===== src/rtl/mips_ctrl_pkg.sv =====
// Shared encodings for the multicycle MIPS32 controller: states, opcodes, mux selects.
// Latency: n/a (types and constants only).
// Backpressure: n/a.
package mips_ctrl_pkg;

  typedef enum logic [3:0] {
    IDLE    = 4'd0,
    FETCH   = 4'd1,
    DECODE  = 4'd2,
    MEMADR  = 4'd3,
    MEMRD   = 4'd4,
    MEMWB   = 4'd5,
    MEMWR   = 4'd6,
    EXECUTE = 4'd7,
    ALUWB   = 4'd8,
    BRANCH  = 4'd9,
    ADDIEX  = 4'd10,
    ADDIWB  = 4'd11,
    JUMP    = 4'd12,
    TRAP    = 4'd13
  } state_t;

  localparam logic [5:0] OP_RTYPE = 6'b000000;
  localparam logic [5:0] OP_J     = 6'b000010;
  localparam logic [5:0] OP_BEQ   = 6'b000100;
  localparam logic [5:0] OP_ADDI  = 6'b001000;
  localparam logic [5:0] OP_LW    = 6'b100011;
  localparam logic [5:0] OP_SW    = 6'b101011;

  localparam logic [1:0] ALUSRCB_B     = 2'b00;
  localparam logic [1:0] ALUSRCB_FOUR  = 2'b01;
  localparam logic [1:0] ALUSRCB_IMM   = 2'b10;
  localparam logic [1:0] ALUSRCB_IMMSH = 2'b11;

  localparam logic [1:0] PCSRC_ALU    = 2'b00;
  localparam logic [1:0] PCSRC_ALUOUT = 2'b01;
  localparam logic [1:0] PCSRC_JUMP   = 2'b10;

  localparam logic [1:0] ALUOP_ADD   = 2'b00;
  localparam logic [1:0] ALUOP_SUB   = 2'b01;
  localparam logic [1:0] ALUOP_FUNCT = 2'b10;

  // Raw per-state controls. irwrite/pcwrite_rdy are qualified by mem_ready
  // and branch by zero in the top; everything else drives ports directly.
  typedef struct packed {
    logic       iord;
    logic       alusrca;
    logic [1:0] alusrcb;
    logic       memtoreg;
    logic       regdst;
    logic [1:0] pcsrc;
    logic [1:0] aluop;
    logic       irwrite;
    logic       regwrite;
    logic       memwrite;
    logic       memread;
    logic       pcwrite;
    logic       pcwrite_rdy;
    logic       branch;
    logic       illegal;
  } ctrl_t;

  // States whose single cycle always completes the instruction.
  function automatic logic retires_always(state_t s);
    return (s == MEMWB) || (s == ALUWB) || (s == BRANCH) ||
           (s == ADDIWB) || (s == JUMP);
  endfunction

endpackage


===== src/rtl/mc_ctrl_outdec.sv =====
// Moore decoder: maps the controller state to raw datapath selects and enables.
// Latency: purely combinational, zero cycles.
// Backpressure: none; memory-ready and zero qualification happen in the top.
module mc_ctrl_outdec
  import mips_ctrl_pkg::*;
(
  input  state_t state,
  output ctrl_t  ctrl
);

  // Decode the state register into the per-state control word
  always_comb begin
    ctrl = '0;
    case (state)
      FETCH: begin
        ctrl.memread     = 1'b1;
        ctrl.alusrcb     = ALUSRCB_FOUR;
        ctrl.aluop       = ALUOP_ADD;
        ctrl.pcsrc       = PCSRC_ALU;
        ctrl.irwrite     = 1'b1;
        ctrl.pcwrite_rdy = 1'b1;
      end
      DECODE: begin
        // Precompute the branch target into ALUOut while the opcode decodes
        ctrl.alusrcb = ALUSRCB_IMMSH;
        ctrl.aluop   = ALUOP_ADD;
      end
      MEMADR: begin
        ctrl.alusrca = 1'b1;
        ctrl.alusrcb = ALUSRCB_IMM;
        ctrl.aluop   = ALUOP_ADD;
      end
      MEMRD: begin
        ctrl.iord    = 1'b1;
        ctrl.memread = 1'b1;
      end
      MEMWB: begin
        ctrl.memtoreg = 1'b1;
        ctrl.regwrite = 1'b1;
      end
      MEMWR: begin
        ctrl.iord     = 1'b1;
        ctrl.memwrite = 1'b1;
      end
      EXECUTE: begin
        ctrl.alusrca = 1'b1;
        ctrl.alusrcb = ALUSRCB_B;
        ctrl.aluop   = ALUOP_FUNCT;
      end
      ALUWB: begin
        ctrl.regdst   = 1'b1;
        ctrl.regwrite = 1'b1;
      end
      BRANCH: begin
        ctrl.alusrca = 1'b1;
        ctrl.alusrcb = ALUSRCB_B;
        ctrl.aluop   = ALUOP_SUB;
        ctrl.pcsrc   = PCSRC_ALUOUT;
        ctrl.branch  = 1'b1;
      end
      ADDIEX: begin
        ctrl.alusrca = 1'b1;
        ctrl.alusrcb = ALUSRCB_IMM;
        ctrl.aluop   = ALUOP_ADD;
      end
      ADDIWB: begin
        ctrl.regwrite = 1'b1;
      end
      JUMP: begin
        ctrl.pcsrc   = PCSRC_JUMP;
        ctrl.pcwrite = 1'b1;
      end
      TRAP: begin
        ctrl.illegal = 1'b1;
      end
      default: ;
    endcase
  end

endmodule


===== src/rtl/mc_control_fsm.sv =====
// Multicycle MIPS32 main controller: sequences fetch/decode/execute/mem/wb and counts retires.
// Latency: 3-5 cycles per instruction with memory always ready; outputs are Moore except irwrite/pcen.
// Backpressure: stalls in FETCH, MEMRD and MEMWR until mem_ready; mem_ready elsewhere is ignored.
module mc_control_fsm
  import mips_ctrl_pkg::*;
#(
  parameter int CNT_W = 32
) (
  input  logic             clk,
  input  logic             rst_n,
  input  logic [5:0]       opcode,
  input  logic             zero,
  input  logic             mem_ready,
  output logic             iord,
  output logic             alusrca,
  output logic [1:0]       alusrcb,
  output logic             memtoreg,
  output logic             regdst,
  output logic [1:0]       pcsrc,
  output logic [1:0]       aluop,
  output logic             irwrite,
  output logic             regwrite,
  output logic             memwrite,
  output logic             memread,
  output logic             pcen,
  output logic             illegal,
  output logic [CNT_W-1:0] instr_count
);

  state_t           state_q;
  state_t           state_d;
  ctrl_t            ctrl;
  logic             retire;
  logic [CNT_W-1:0] cnt_q;

  mc_ctrl_outdec u_outdec (
    .state (state_q),
    .ctrl  (ctrl)
  );

  // State register; reset drops straight to IDLE so every enable clears at once
  always_ff @(posedge clk or negedge rst_n) begin
    if (!rst_n) state_q <= IDLE;
    else        state_q <= state_d;
  end

  // Next-state selection from current state, opcode and memory handshake
  always_comb begin
    state_d = state_q;
    case (state_q)
      IDLE:    state_d = FETCH;
      FETCH:   if (mem_ready) state_d = DECODE;
      DECODE: begin
        case (opcode)
          OP_LW, OP_SW: state_d = MEMADR;
          OP_RTYPE:     state_d = EXECUTE;
          OP_BEQ:       state_d = BRANCH;
          OP_ADDI:      state_d = ADDIEX;
          OP_J:         state_d = JUMP;
          default:      state_d = TRAP;
        endcase
      end
      MEMADR:  state_d = (opcode == OP_SW) ? MEMWR : MEMRD;
      MEMRD:   if (mem_ready) state_d = MEMWB;
      MEMWB:   state_d = FETCH;
      MEMWR:   if (mem_ready) state_d = FETCH;
      EXECUTE: state_d = ALUWB;
      ALUWB:   state_d = FETCH;
      BRANCH:  state_d = FETCH;
      ADDIEX:  state_d = ADDIWB;
      ADDIWB:  state_d = FETCH;
      JUMP:    state_d = FETCH;
      TRAP:    state_d = TRAP;
      default: state_d = IDLE;
    endcase
  end

  // Port drive: Moore selects, with the FETCH and BRANCH enables qualified by inputs
  always_comb begin
    iord     = ctrl.iord;
    alusrca  = ctrl.alusrca;
    alusrcb  = ctrl.alusrcb;
    memtoreg = ctrl.memtoreg;
    regdst   = ctrl.regdst;
    pcsrc    = ctrl.pcsrc;
    aluop    = ctrl.aluop;
    regwrite = ctrl.regwrite;
    memwrite = ctrl.memwrite;
    memread  = ctrl.memread;
    illegal  = ctrl.illegal;
    irwrite  = ctrl.irwrite & mem_ready;
    pcen     = ctrl.pcwrite | (ctrl.pcwrite_rdy & mem_ready) | (ctrl.branch & zero);
  end

  // An instruction retires on the edge that leaves its final state
  always_comb begin
    retire = retires_always(state_q) | ((state_q == MEMWR) & mem_ready);
  end

  // Retired-instruction counter, wraps silently
  always_ff @(posedge clk or negedge rst_n) begin
    if (!rst_n)      cnt_q <= '0;
    else if (retire) cnt_q <= cnt_q + CNT_W'(1);
  end

  assign instr_count = cnt_q;

endmodule


===== config.mk =====
export PLATFORM = sky130hd
export DESIGN_NAME = mc_control_fsm
export DESIGN_NICKNAME = d
export VERILOG_FILES = /design/src/rtl/mips_ctrl_pkg.sv /design/src/rtl/mc_ctrl_outdec.sv /design/src/rtl/mc_control_fsm.sv
export SDC_FILE = /design/constraint.sdc
export NUM_CORES = 1
export LEC_CHECK = 0
export ABC_CLOCK_PERIOD_IN_PS = 2150
export BUFFER_PORTS_ARGS = -buffer_cell sky130_fd_sc_hd__buf_2
export CAP_MARGIN = 20
export CELL_PAD_IN_SITES_DETAIL_PLACEMENT = 1
export CELL_PAD_IN_SITES_GLOBAL_PLACEMENT = 1
export CORE_MARGIN = 1
export CORE_UTILIZATION = 39
export CTS_CLUSTER_SIZE = 16
export DETAILED_ROUTE_END_ITERATION = 12
export HOLD_SLACK_MARGIN = 0.06
export PLACE_DENSITY = 0.76
export REMOVE_ABC_BUFFERS = 1
export SLEW_MARGIN = 20
export SYNTH_ARGS = -nofsm -noshare
export SYNTH_HDL_FRONTEND = slang
export SYNTH_SLANG_ARGS = --single-unit

===== constraint.sdc =====
create_clock -name clk -period 2.15 [get_ports clk]
set_input_delay 0.215 -clock clk [delete_from_list [all_inputs] [get_ports clk]]
set_output_delay 0.215 -clock clk [all_outputs]
set_load 0.02 [all_outputs]

==> load_flow_metrics.sql <==
INSERT INTO impl_metrics (metric_group, metric, value, unit) VALUES
('floorplanning', 'die_y', '74.6', 'microns'),
('cells_and_area', 'final_layout_size_suffix_gt1_frac', '0.300', ''),
('logic_synthesis', 'synth_cell_type_count', '46', ''),
('critical_path', 'reg2regPathDepth', '5', ''),
('critical_path', 'nature_of_the_critical_path_startpoint', 'flip-flop', ''),
('clocking', 'numClockSinks', '36', ''),
('sta', 'timing.final.crit_period', '2000', 'ps'),
('global_routing', 'wire_length_of_the_first_global_routing_pass', '8.46', 'mm'),
('placement', 'placement.cell_area', '2420', 'sq um'),
('route', 'wl_per_cell', '15.2', 'microns'),
('global_routing', 'gr-usage-met3', '0.0447', ''),
('clocking', 'clock_tree.root_cell', 'sky130_fd_sc_hd__clkbuf_8', ''),
('sta', 'totalNegativeSetupSlack', '0', 'ps'),
('power_and_ir_drop', 'seqPwrFrac', '0.330', ''),
('sta', 'max_slew_margin', '0.459', ''),
('critical_path', 'critical-path-slowest-cell', 'sky130_fd_sc_hd__dfrtp_1', ''),
('cells_and_area', 'num-nets-final', '284', ''),
('critical_path', 'cp_slowest_stage_delay', '500', 'ps'),
('power_and_ir_drop', 'max-vdd-ir-drop', '0.000555', 'V'),
('route', 'drt_pass1_iterations', '4', ''),
('run_status', 'status', 'completed', ''),
('floorplanning', 'design.core.area', '5070', 'sq um'),
('sta', 'setup_violations_final', '0', ''),
('critical_path', 'timing.critical_path.cells', 'nand2b_1 -> mux2_2 -> o22ai_1 -> buf_2', ''),
('critical_path', 'critPathKind', 'reg2out', ''),
('sta', 'share_of_the_clock_period_used_by_the_worst_path_after_layout', '0.929', ''),
('floorplanning', 'ports_placed_on_the_boundary', '58', ''),
('cells_and_area', 'area_growth_syn_to_layout', '22.9', '%'),
('logic_synthesis', 'mean_instance_size_in_the_synthesized_netlist', '9.74', 'sq um'),
('power_and_ir_drop', 'power', '2730', 'uW'),
('route', 'detailedRoute.firstIterationViolations', '51', ''),
('logic_synthesis', 'ys.flop_type', 'sky130_fd_sc_hd__dfrtp_1', ''),
('power_and_ir_drop', 'p_leak', '0.00127', 'uW'),
('logic_synthesis', 'synth_enable_flop_cells', '0', ''),
('clocking', 'cts-htree-levels', '2', ''),
('critical_path', 'crit_fanout', '10', ''),
('sta', 'drv_slew', '0', ''),
('logic_synthesis', 'total_of_warnings_raised_by_yosys', '0', ''),
('clocking', 'post-cts-setup-buffer-count', '0', ''),
('logic_synthesis', 'syn_inst_count', '211', ''),
('global_routing', 'pin_count_of_the_biggest_net_entering_global_routing', '37', ''),
('power_and_ir_drop', 'pwr_density_cell', '1080', 'nW/um^2'),
('cells_and_area', 'utilization', '0.498', ''),
('route', 'post-route-drc-count', '0', ''),
('route', 'detailroute.via_count', '1821', ''),
('critical_path', 'crit_required', '1930', 'ps'),
('route', 'postRouteAntennaNets', '0', ''),
('cells_and_area', 'fillers', '621', ''),
('power_and_ir_drop', 'power.share.combinational', '0.479', ''),
('power_and_ir_drop', 'internal_power', '1550', 'uW'),
('logic_synthesis', 'post_synth_instance_area', '2050', 'sq um'),
('route', 'detail_route.vias_per_cell', '5.31', ''),
('clocking', 'ctsHoldBuffers', '1', ''),
('global_routing', 'grt_util_met1', '0.242', ''),
('power_and_ir_drop', 'clock_group_share_of_total_power', '0.191', ''),
('critical_path', 'crit_path_end_kind', 'output pin', ''),
('clocking', 'cts_made_buffers', '5', ''),
('floorplanning', 'start_util', '0.405', ''),
('power_and_ir_drop', 'p_sw', '1180', 'uW'),
('critical_path', 'cp_data_arrival_time', '1780', 'ps'),
('clocking', 'cts_tree', 'yes', ''),
('placement', 'place.detailed.instances', '335', ''),
('global_routing', 'globalRoute.totalOverflow', '0', ''),
('global_routing', 'globalRouteTotalUtil', '0.201', ''),
('hold_path', 'whs_path_depth', '4', ''),
('sta', 'timing.clock.skew', '6.49', 'ps'),
('global_routing', 'grt_pass1_vias', '1750', ''),
('global_routing', 'highest_utilization_routing_layer_at_the_global_route_stage', 'met2', ''),
('placement', 'globalplace.congestion', '0.788', ''),
('sta', 'worst-slew-pin-transition', '812', 'ps'),
('sta', 'maxClockFrequency', '501', 'MHz');
## path summary, 6_finish.rpt
kind | slack [ps] | end | start
hold reg to reg | 480 | instr_count[31] | instr_count[31]
setup / recovery | 150 | alusrca | state_q[2]
min in group asynchronous | 560 | instr_count[18] | rst_n
hold / removal | 270 | state_q[1] | opcode[4]
max in group asynchronous | 1070 | instr_count[23] | rst_n
setup reg to reg | 190 | instr_count[15] | state_q[2]
## state kept, by name (all words and copies together), names as in the netlist
register / cells
instr_count: 32
state_q: 4
## cells by family after synthesis
logic type,synth area share
muxes,0.0158
and+or+nand+nor,0.277
adders and majority gates,0.00609
xor gates and xnor gates,0.149
DFF,0.438
buffers and inverters,0.0371
AOI/OAI and AO/OA,0.0761
## critical path: cells and delay by family (launching register included)
kind	cells	cell delay, ps
compound gates	1	140
buf+inv	1	190
flops	1	500
mux	1	330
simple gates	1	340
## cell usage after synthesis (3+ instances only)
| cell type | n | area (sq um) |
|---|---|---|
| sky130_fd_sc_hd__a21oi_1 | 8 | 40.0 |
| sky130_fd_sc_hd__and3_1 | 5 | 31.3 |
| sky130_fd_sc_hd__buf_1 | 3 | 11.3 |
| sky130_fd_sc_hd__dfrtp_1 | 36 | 901 |
| sky130_fd_sc_hd__inv_1 | 6 | 22.5 |
| sky130_fd_sc_hd__nand2_1 | 16 | 60.1 |
| sky130_fd_sc_hd__nand2b_1 | 3 | 18.8 |
| sky130_fd_sc_hd__nand3_1 | 12 | 60.1 |
| sky130_fd_sc_hd__nand4_1 | 14 | 87.6 |
| sky130_fd_sc_hd__nor2_1 | 17 | 63.8 |
| sky130_fd_sc_hd__nor3_1 | 9 | 45.0 |
| sky130_fd_sc_hd__nor4_1 | 3 | 18.8 |
| sky130_fd_sc_hd__o21ai_0 | 3 | 15.0 |
| sky130_fd_sc_hd__o22ai_1 | 4 | 25.0 |
| sky130_fd_sc_hd__xnor2_1 | 22 | 193 |
| sky130_fd_sc_hd__xor2_1 | 13 | 114 |
## routing by layer
| layer | vias up | wire length (microns) |
|---|---|---|
| li1 | 872 | - |
| met1 | 904 | 2330 |
| met5 | - | 0 |
| met3 | 5 | 173 |
| met4 | 0 | 51 |
| met2 | 40 | 2660 |
## area by class of cell
cell class | count | area [sq um] | area share
flip-flops and latches | 36 | 901 | 0.357
clock buffers | 7 | 96.3 | 0.0382
repair buffers | 64 | 340 | 0.135
multi-input cells | 160 | 1080 | 0.427
well taps | 70 | 87.6 | 0.0347
inverters | 6 | 22.5 | 0.00892
## power by group through the flow
stage	logic [uW]	registers (uW)	clock network, uW
6_report	1310	902	520
5_1_grt	1430	923	568
3_5_place_dp	1320	917	0
2_1_floorplan	751	1010	0
3_3_place_gp	1290	911	0
4_1_cts	1330	903	534
## cell usage in the layout (no fill, tap or decap), types with 2 or more instances in the layout
cell type / n
sky130_fd_sc_hd__nor4_1: 3
sky130_fd_sc_hd__and3_1: 5
sky130_fd_sc_hd__nor3_1: 9
sky130_fd_sc_hd__nor2_1: 17
sky130_fd_sc_hd__nand2_1: 16
sky130_fd_sc_hd__mux2_2: 2
sky130_fd_sc_hd__o22ai_1: 4
sky130_fd_sc_hd__o21ai_0: 3
sky130_fd_sc_hd__buf_4: 6
sky130_fd_sc_hd__nor2b_1: 2
sky130_fd_sc_hd__dfrtp_1: 36
sky130_fd_sc_hd__nor3_2: 2
sky130_fd_sc_hd__nor4_2: 2
sky130_fd_sc_hd__clkbuf_8: 7
sky130_fd_sc_hd__inv_1: 6
sky130_fd_sc_hd__xnor2_1: 22
sky130_fd_sc_hd__nand4_1: 14
sky130_fd_sc_hd__a21oi_1: 8
sky130_fd_sc_hd__nand2b_1: 3
sky130_fd_sc_hd__nand3_1: 12
sky130_fd_sc_hd__buf_2: 57
sky130_fd_sc_hd__or3_1: 2
sky130_fd_sc_hd__xor2_1: 13
## through the flow
step,worst slack [ps],hold slack [ps]
floorplan,-121,-80.6
global placement,254,347
detailed placement,222,353
CTS,149,266
global route,21.4,295
finish,153,268
Note: power is estimated with default switching activity, not from simulation.
